--- src/rtl/mem_march_sequencer.sv ---
// March C- memory BIST sequencer issuing one memory operation per clock.
// Defining MEM_MARCH_DIAG_EN adds first-fail capture ports FAIL_ADDR/FAIL_ELEM/FAIL_DATA.
module mem_march_sequencer #(
  parameter int ADDR_W = 13,
  parameter int DATA_W = 32
) (
  input  logic              BIST_CLK,
  input  logic              BIST_RESETN,
  input  logic              MBISTPG_EN,
  input  logic              REDUCED_ADDRESS_COUNT,
  input  logic              BIST_ALGO_MODE0,
  input  logic [DATA_W-1:0] A_DOUT,
  output logic              A_MEN,
  output logic              A_WEN,
  output logic              A_REN,
  output logic [ADDR_W-1:0] A_ADDR,
  output logic [DATA_W-1:0] A_DIN,
  output logic              BIST_ON,
  output logic              MBISTPG_DONE,
  output logic              MBISTPG_GO
`ifdef MEM_MARCH_DIAG_EN
  ,
  output logic [ADDR_W-1:0] FAIL_ADDR,
  output logic [2:0]        FAIL_ELEM,
  output logic [DATA_W-1:0] FAIL_DATA
`endif
);

  typedef enum logic [1:0] {IDLE = 2'd0, RUN = 2'd1, DRAIN = 2'd2, DONE = 2'd3} state_t;

  localparam logic [ADDR_W-1:0] ADDR_ZERO = {ADDR_W{1'b0}};
  localparam logic [ADDR_W-1:0] ADDR_ONE  = ADDR_W'(1'b1);
  localparam logic [ADDR_W-1:0] ADDR_16   = ADDR_W'(4'd15);

  // Background word: all-0/all-1, or 0x55../0xAA.. checkerboard when mode is set.
  function automatic logic [DATA_W-1:0] background(input logic mode, input logic ones);
    logic [DATA_W-1:0] w;
    for (int i = 0; i < DATA_W; i++) begin
      w[i] = mode ? ((i % 2 == 0) ^ ones) : ones;
    end
    return w;
  endfunction

  function automatic logic op_is_write(input logic [2:0] elem, input logic sub);
    case (elem)
      3'd0:    op_is_write = 1'b1;
      3'd5:    op_is_write = 1'b0;
      default: op_is_write = sub;
    endcase
  endfunction

  function automatic logic op_ones(input logic [2:0] elem, input logic sub);
    case (elem)
      3'd1, 3'd3: op_ones = sub;
      3'd2, 3'd4: op_ones = ~sub;
      default:    op_ones = 1'b0;
    endcase
  endfunction

  function automatic logic is_down(input logic [2:0] elem);
    return (elem == 3'd3) || (elem == 3'd4);
  endfunction

  state_t              state_q, state_d;
  logic                reduced_q, reduced_d, mode_q, mode_d;
  logic [2:0]          elem_q, elem_d;
  logic                sub_q, sub_d;
  logic [ADDR_W-1:0]   addr_q, addr_d;
  logic                men_q, men_d, wen_q, wen_d, ren_q, ren_d;
  logic [DATA_W-1:0]   din_q, din_d;
  logic                on_q, on_d, done_q, done_d, go_q, go_d;
  logic                chk_vld_q, chk_vld_d;
  logic [DATA_W-1:0]   chk_exp_q, chk_exp_d;
  logic [ADDR_W-1:0]   addr_max;
  logic                elem_end, sub_last, miscmp;
`ifdef MEM_MARCH_DIAG_EN
  logic [ADDR_W-1:0]   chk_addr_q, chk_addr_d, fail_addr_q, fail_addr_d;
  logic [2:0]          chk_elem_q, chk_elem_d, fail_elem_q, fail_elem_d;
  logic [DATA_W-1:0]   fail_data_q, fail_data_d;
`endif

  // Next-state, next-operation and compare logic.
  always_comb begin
    state_d   = state_q;
    reduced_d = reduced_q;
    mode_d    = mode_q;
    elem_d    = elem_q;
    sub_d     = sub_q;
    addr_d    = addr_q;
    din_d     = din_q;
    on_d      = on_q;
    done_d    = done_q;
    go_d      = go_q;
    men_d     = 1'b0;
    wen_d     = 1'b0;
    ren_d     = 1'b0;
    chk_vld_d = 1'b0;
    chk_exp_d = chk_exp_q;
`ifdef MEM_MARCH_DIAG_EN
    chk_addr_d  = chk_addr_q;
    chk_elem_d  = chk_elem_q;
    fail_addr_d = fail_addr_q;
    fail_elem_d = fail_elem_q;
    fail_data_d = fail_data_q;
`endif
    addr_max = reduced_q ? ADDR_16 : {ADDR_W{1'b1}};
    elem_end = is_down(elem_q) ? (addr_q == ADDR_ZERO) : (addr_q == addr_max);
    sub_last = (elem_q == 3'd0) || (elem_q == 3'd5) || sub_q;
    miscmp   = chk_vld_q && (A_DOUT != chk_exp_q);

    case (state_q)
      IDLE: begin
        if (MBISTPG_EN) begin
          state_d   = RUN;
          reduced_d = REDUCED_ADDRESS_COUNT;
          mode_d    = BIST_ALGO_MODE0;
          elem_d    = 3'd0;
          sub_d     = 1'b0;
          addr_d    = ADDR_ZERO;
          men_d     = 1'b1;
          wen_d     = 1'b1;
          din_d     = background(BIST_ALGO_MODE0, 1'b0);
          on_d      = 1'b1;
          go_d      = 1'b1;
          done_d    = 1'b0;
`ifdef MEM_MARCH_DIAG_EN
          fail_addr_d = ADDR_ZERO;
          fail_elem_d = 3'd0;
          fail_data_d = {DATA_W{1'b0}};
`endif
        end else begin
          addr_d = ADDR_ZERO;
          din_d  = {DATA_W{1'b0}};
          on_d   = 1'b0;
          done_d = 1'b0;
        end
      end
      RUN, DRAIN: begin
        if (!MBISTPG_EN) begin
          state_d = IDLE;
          addr_d  = ADDR_ZERO;
          din_d   = {DATA_W{1'b0}};
          on_d    = 1'b0;
          done_d  = 1'b0;
          go_d    = 1'b0;
        end else if (state_q == DRAIN) begin
          state_d = DONE;
          on_d    = 1'b0;
          done_d  = 1'b1;
        end else begin
          // The read issued this cycle is checked when its data returns next cycle.
          chk_vld_d = ren_q;
          chk_exp_d = din_q;
`ifdef MEM_MARCH_DIAG_EN
          chk_addr_d = addr_q;
          chk_elem_d = elem_q;
`endif
          if ((elem_q == 3'd5) && elem_end) begin
            state_d = DRAIN;
            addr_d  = ADDR_ZERO;
            din_d   = {DATA_W{1'b0}};
          end else begin
            if (!sub_last) begin
              sub_d = 1'b1;
            end else begin
              sub_d = 1'b0;
              if (elem_end) begin
                elem_d = elem_q + 3'd1;
                addr_d = is_down(elem_d) ? addr_max : ADDR_ZERO;
              end else begin
                addr_d = is_down(elem_q) ? (addr_q - ADDR_ONE) : (addr_q + ADDR_ONE);
              end
            end
            men_d = 1'b1;
            wen_d = op_is_write(elem_d, sub_d);
            ren_d = ~wen_d;
            din_d = background(mode_q, op_ones(elem_d, sub_d));
          end
        end
      end
      DONE: begin
        if (!MBISTPG_EN) begin
          state_d = IDLE;
          done_d  = 1'b0;
        end else begin
          done_d  = 1'b1;
        end
      end
      default: begin
        state_d = IDLE;
      end
    endcase

    if (miscmp && MBISTPG_EN) begin
      go_d = 1'b0;
`ifdef MEM_MARCH_DIAG_EN
      if (go_q) begin
        fail_addr_d = chk_addr_q;
        fail_elem_d = chk_elem_q;
        fail_data_d = A_DOUT;
      end else begin
        fail_addr_d = fail_addr_q;
      end
`endif
    end else begin
      go_d = go_d;
    end
  end

  // State and output registers with synchronous active-low reset.
  always_ff @(posedge BIST_CLK) begin
    if (!BIST_RESETN) begin
      state_q   <= IDLE;
      reduced_q <= 1'b0;
      mode_q    <= 1'b0;
      elem_q    <= 3'd0;
      sub_q     <= 1'b0;
      addr_q    <= ADDR_ZERO;
      men_q     <= 1'b0;
      wen_q     <= 1'b0;
      ren_q     <= 1'b0;
      din_q     <= {DATA_W{1'b0}};
      on_q      <= 1'b0;
      done_q    <= 1'b0;
      go_q      <= 1'b0;
      chk_vld_q <= 1'b0;
      chk_exp_q <= {DATA_W{1'b0}};
`ifdef MEM_MARCH_DIAG_EN
      chk_addr_q  <= ADDR_ZERO;
      chk_elem_q  <= 3'd0;
      fail_addr_q <= ADDR_ZERO;
      fail_elem_q <= 3'd0;
      fail_data_q <= {DATA_W{1'b0}};
`endif
    end else begin
      state_q   <= state_d;
      reduced_q <= reduced_d;
      mode_q    <= mode_d;
      elem_q    <= elem_d;
      sub_q     <= sub_d;
      addr_q    <= addr_d;
      men_q     <= men_d;
      wen_q     <= wen_d;
      ren_q     <= ren_d;
      din_q     <= din_d;
      on_q      <= on_d;
      done_q    <= done_d;
      go_q      <= go_d;
      chk_vld_q <= chk_vld_d;
      chk_exp_q <= chk_exp_d;
`ifdef MEM_MARCH_DIAG_EN
      chk_addr_q  <= chk_addr_d;
      chk_elem_q  <= chk_elem_d;
      fail_addr_q <= fail_addr_d;
      fail_elem_q <= fail_elem_d;
      fail_data_q <= fail_data_d;
`endif
    end
  end

  assign A_MEN        = men_q;
  assign A_WEN        = wen_q;
  assign A_REN        = ren_q;
  assign A_ADDR       = addr_q;
  assign A_DIN        = din_q;
  assign BIST_ON      = on_q;
  assign MBISTPG_DONE = done_q;
  assign MBISTPG_GO   = go_q;
`ifdef MEM_MARCH_DIAG_EN
  assign FAIL_ADDR = fail_addr_q;
  assign FAIL_ELEM = fail_elem_q;
  assign FAIL_DATA = fail_data_q;
`endif

endmodule

--- config.mk ---
export PLATFORM = sky130hd
export DESIGN_NAME = mem_march_sequencer
export DESIGN_NICKNAME = d
export VERILOG_FILES = /design/src/rtl/mem_march_sequencer.sv
export SDC_FILE = /design/constraint.sdc
export NUM_CORES = 1
export LEC_CHECK = 0
export ABC_AREA = 0
export ABC_CLOCK_PERIOD_IN_PS = 3900
export BUFFER_PORTS_ARGS = -buffer_cell sky130_fd_sc_hd__buf_4
export CAP_MARGIN = 20
export CORE_MARGIN = 2
export CORE_UTILIZATION = 51
export DETAILED_ROUTE_END_ITERATION = 7
export PLACE_DENSITY = 0.8
export SYNTH_ARGS = -nofsm -noshare
export SYNTH_HDL_FRONTEND = slang
export SYNTH_SLANG_ARGS = --single-unit
--- constraint.sdc ---
create_clock -name BIST_CLK -period 3.9 [get_ports BIST_CLK]
set_input_delay 0.78 -clock BIST_CLK [delete_from_list [all_inputs] [get_ports BIST_CLK]]
set_output_delay 0.78 -clock BIST_CLK [all_outputs]
set_load 0.05 [all_outputs]
==> flow_metrics.tcl <==
set metrics [dict create \
    instances_no_fill 478 \
    insertion_delay_ns 0.29 \
    drtIter0Drc 163 \
    initial_utilization_pct 52.8 \
    p_leak_nw 1.35 \
    cts_setup_buffers 0 \
    layout_min_cycle_time_ns 3.53 \
    worstSetupStartpointType "register" \
    finalHoldViolCount 0 \
    gp_congestion 0.938 \
    ios 88 \
    yosys_register_bits 32 \
    drcViolationCount 0 \
    synth_area_leaders "dfxtp_1 24%, ha_1 8.9%, buf_4 8.4%, nand2_1 5.6%, a21boi_0 5.0%" \
    antenna_found_initial 0 \
    vias 2696 \
    peakVddDrop_mv 0.237 \
    crit_arrival_ns 3.72 \
    fin_nets 465 \
    max_clock_freq_ghz 0.284 \
    dp_hpwl_mm 5.13 \
    hold_class "reg -> reg" \
    avgSynthCellArea_um2 7.59 \
    grt_overflow 0 \
    grt_max_degree 33 \
    final_cell_mix "89 x buf_4, 40 x nand2_1, 32 x dfxtp_1" \
    async_flop_share_pct 0 \
    cts_max_level 2 \
    netlist_area_um2 2680 \
    numClockSinks 32 \
    holdWs_ns 0.420 \
    wl_per_cell_um 14.0 \
    drt_pre_antenna_iters 5 \
    via_per_inst 5.64 \
    ant_nets 0 \
    routed_wl_mm 6.69 \
    synth_top_area_cell "dfxtp_1" \
    area_growth_pct 20.5 \
    fin_tns_setup_ns 0 \
    cts_root_buf "clkbuf_8" \
    status "finished, final reports clean" \
    dpl.cell_count 471 \
    synthesis.instances 353 \
    grt_pass1_vias 2499 \
    fillerInstances 466 \
    drive_gt1_share_pct 24.5 \
    fin_crit_sh_pct 90.4 \
    max_slew_margin_pct 51.0 \
    fin_ws_ns 0.373 \
    dieArea_um2 5850 \
    cap_violations 0 \
    antennaDiodeCount 0 \
    clkSlewWorstSetupHoldPaths_ns 0.07 \
    slew_violations 0 \
    hold_buffers 0 \
    synth_cell_types 56 \
    cts_made_buffers 5 \
    yosysWarnings 0 \
    cp.required_ns 4.09 \
    synth_top_area_share_pct 23.9 \
    clk_path_buf_depth 2 \
    powerDensity_nw_per_um2 378 \
    rrSetupSlack_ns 0.37 \
    final_common_cell "buf_4" \
    skew_ns 0.00748 \
    syn-num-nets 410 \
    die-height_um 76.5 \
    port_buffers 87 \
    rsz0062_at_grt "no" \
    pre_cts_ws_ns 0.378 \
    cp_max_fo 14 \
    rows 26 \
    core_area_um2 5070 \
    die_x_um 76.5 \
    yosys_most_used_dff "dfxtp_1" \
    worstSetupEndpointType "register" \
    grt_pass1_wl_mm 11.2 \
    grt.total_usage_pct 22.8 \
    worst_slew_pin_slew_ns 0.734 \
    cts_tree "yes" \
    ys_seq_area_share_pct 23.9 \
    setup_viol 0 \
    path_class "reg -> reg" \
    synth_edf_count 0 \
    cts_resized 0 \
]
## area by class of cell
cell class                 instances  area, µm²  area share [%]
multi-input combinational        266       1700            52.7
timing repair buffer              89        668            20.7
sequential                        32        641            19.8
tap                               70       87.6            2.71
clock buffer                       6       72.6            2.25
inverter                          14       52.6            1.63
clock inverter                     1       5.00           0.155
## report_power, final
part	total, W	internal, W	switching, W
Sequential	0.000390	0.000357	0.0000328
Combinational	0.000583	0.000179	0.000404
Clock	0.000246	0.000121	0.000125
Total	0.00122	0.000658	0.000561
## layer usage
| metal | vias up | part of all wire [%] | track usage, % | routed length [µm] |
|---|---|---|---|---|
| li1 | 1345 | - | - | - |
| met5 | - | 0 | 0 | 0 |
| met1 | 1224 | 41 | 26.0 | 2750 |
| met4 | 0 | 1.9 | 8.36 | 129 |
| met3 | 9 | 7.8 | 4.03 | 520 |
| met2 | 118 | 49 | 42.3 | 3300 |
## worst max-delay path: stages, from the launching register on
cell and delay [ns]:
dfxtp_1 0.45, inv_1 0.15, ha_1 0.23, mux2_2 0.41, ha_1 0.36, nor2b_1 0.15, o31a_1 0.27, o41ai_1 0.44
o311ai_0 0.18, a21oi_1 0.21, xnor2_1 0.11, and3_1 0.19, o31a_1 0.26
## registers in the layout, indices dropped and copies added (netlist names)
| register | flops |
|---|---|
| A_ADDR | 13 |
| A_DIN | 2 |
| A_MEN | 1 |
| A_REN | 1 |
| A_WEN | 1 |
| BIST_ON | 1 |
| MBISTPG_DONE | 1 |
| MBISTPG_GO | 1 |
| chk_exp_q | 2 |
| chk_vld_q | 1 |
| elem_q | 3 |
| mode_q | 1 |
| reduced_q | 1 |
| state_q | 2 |
| sub_q | 1 |
## synth_stat cells (2+ instances only)
master	n
nor3_1	16
a21oi_1	18
inv_1	14
buf_4	30
buf_2	2
or3_1	3
and3_1	2
nor2b_1	3
nand2b_1	7
o21ai_0	22
nor2_1	23
mux2i_1	2
and2_1	4
o21ai_1	2
xor2_1	3
xnor2_1	9
a21boi_0	18
o21a_1	5
dfxtp_1	32
a211o_1	4
o211ai_1	2
clkbuf_1	7
buf_6	2
o31a_1	2
nand2_1	40
a31oi_1	8
nand3_1	12
nand4_1	9
ha_1	19
nor4_1	7
## stage by stage
step                      power [W]  instance area [µm²]  utilization, %
final                       0.00122                 3230            63.6
after global routing        0.00128                 3230            63.6
after CTS                   0.00123                 3230            63.6
after detailed placement   0.000978                 3150            62.1
after global placement     0.000972                 3150            62.1
after floorplan            0.000844                 2680               -
## cells by family (layout without fill, tap and decap cells)
group	Yosys count	after routing	share of synthesized area, %
AO/OA/AOI/OAI	97	97	24.1
XOR/XNOR	12	12	3.92
adder cells (fa/ha/maj)	20	20	9.62
buffers and inverters	55	110	12.6
flip-flops	32	32	23.9
multiplexers	4	4	1.59
AND/OR/NAND/NOR	133	133	24.3
## worst paths after layout
check,startpoint,to,cells after the start
hold / removal,chk_vld_q,MBISTPG_GO,1
setup reg to reg,elem_q[0],A_ADDR[12],12
hold reg to reg,chk_vld_q,MBISTPG_GO,1
setup / recovery,elem_q[0],A_ADDR[12],12
(Power assumes the default switching activity.)
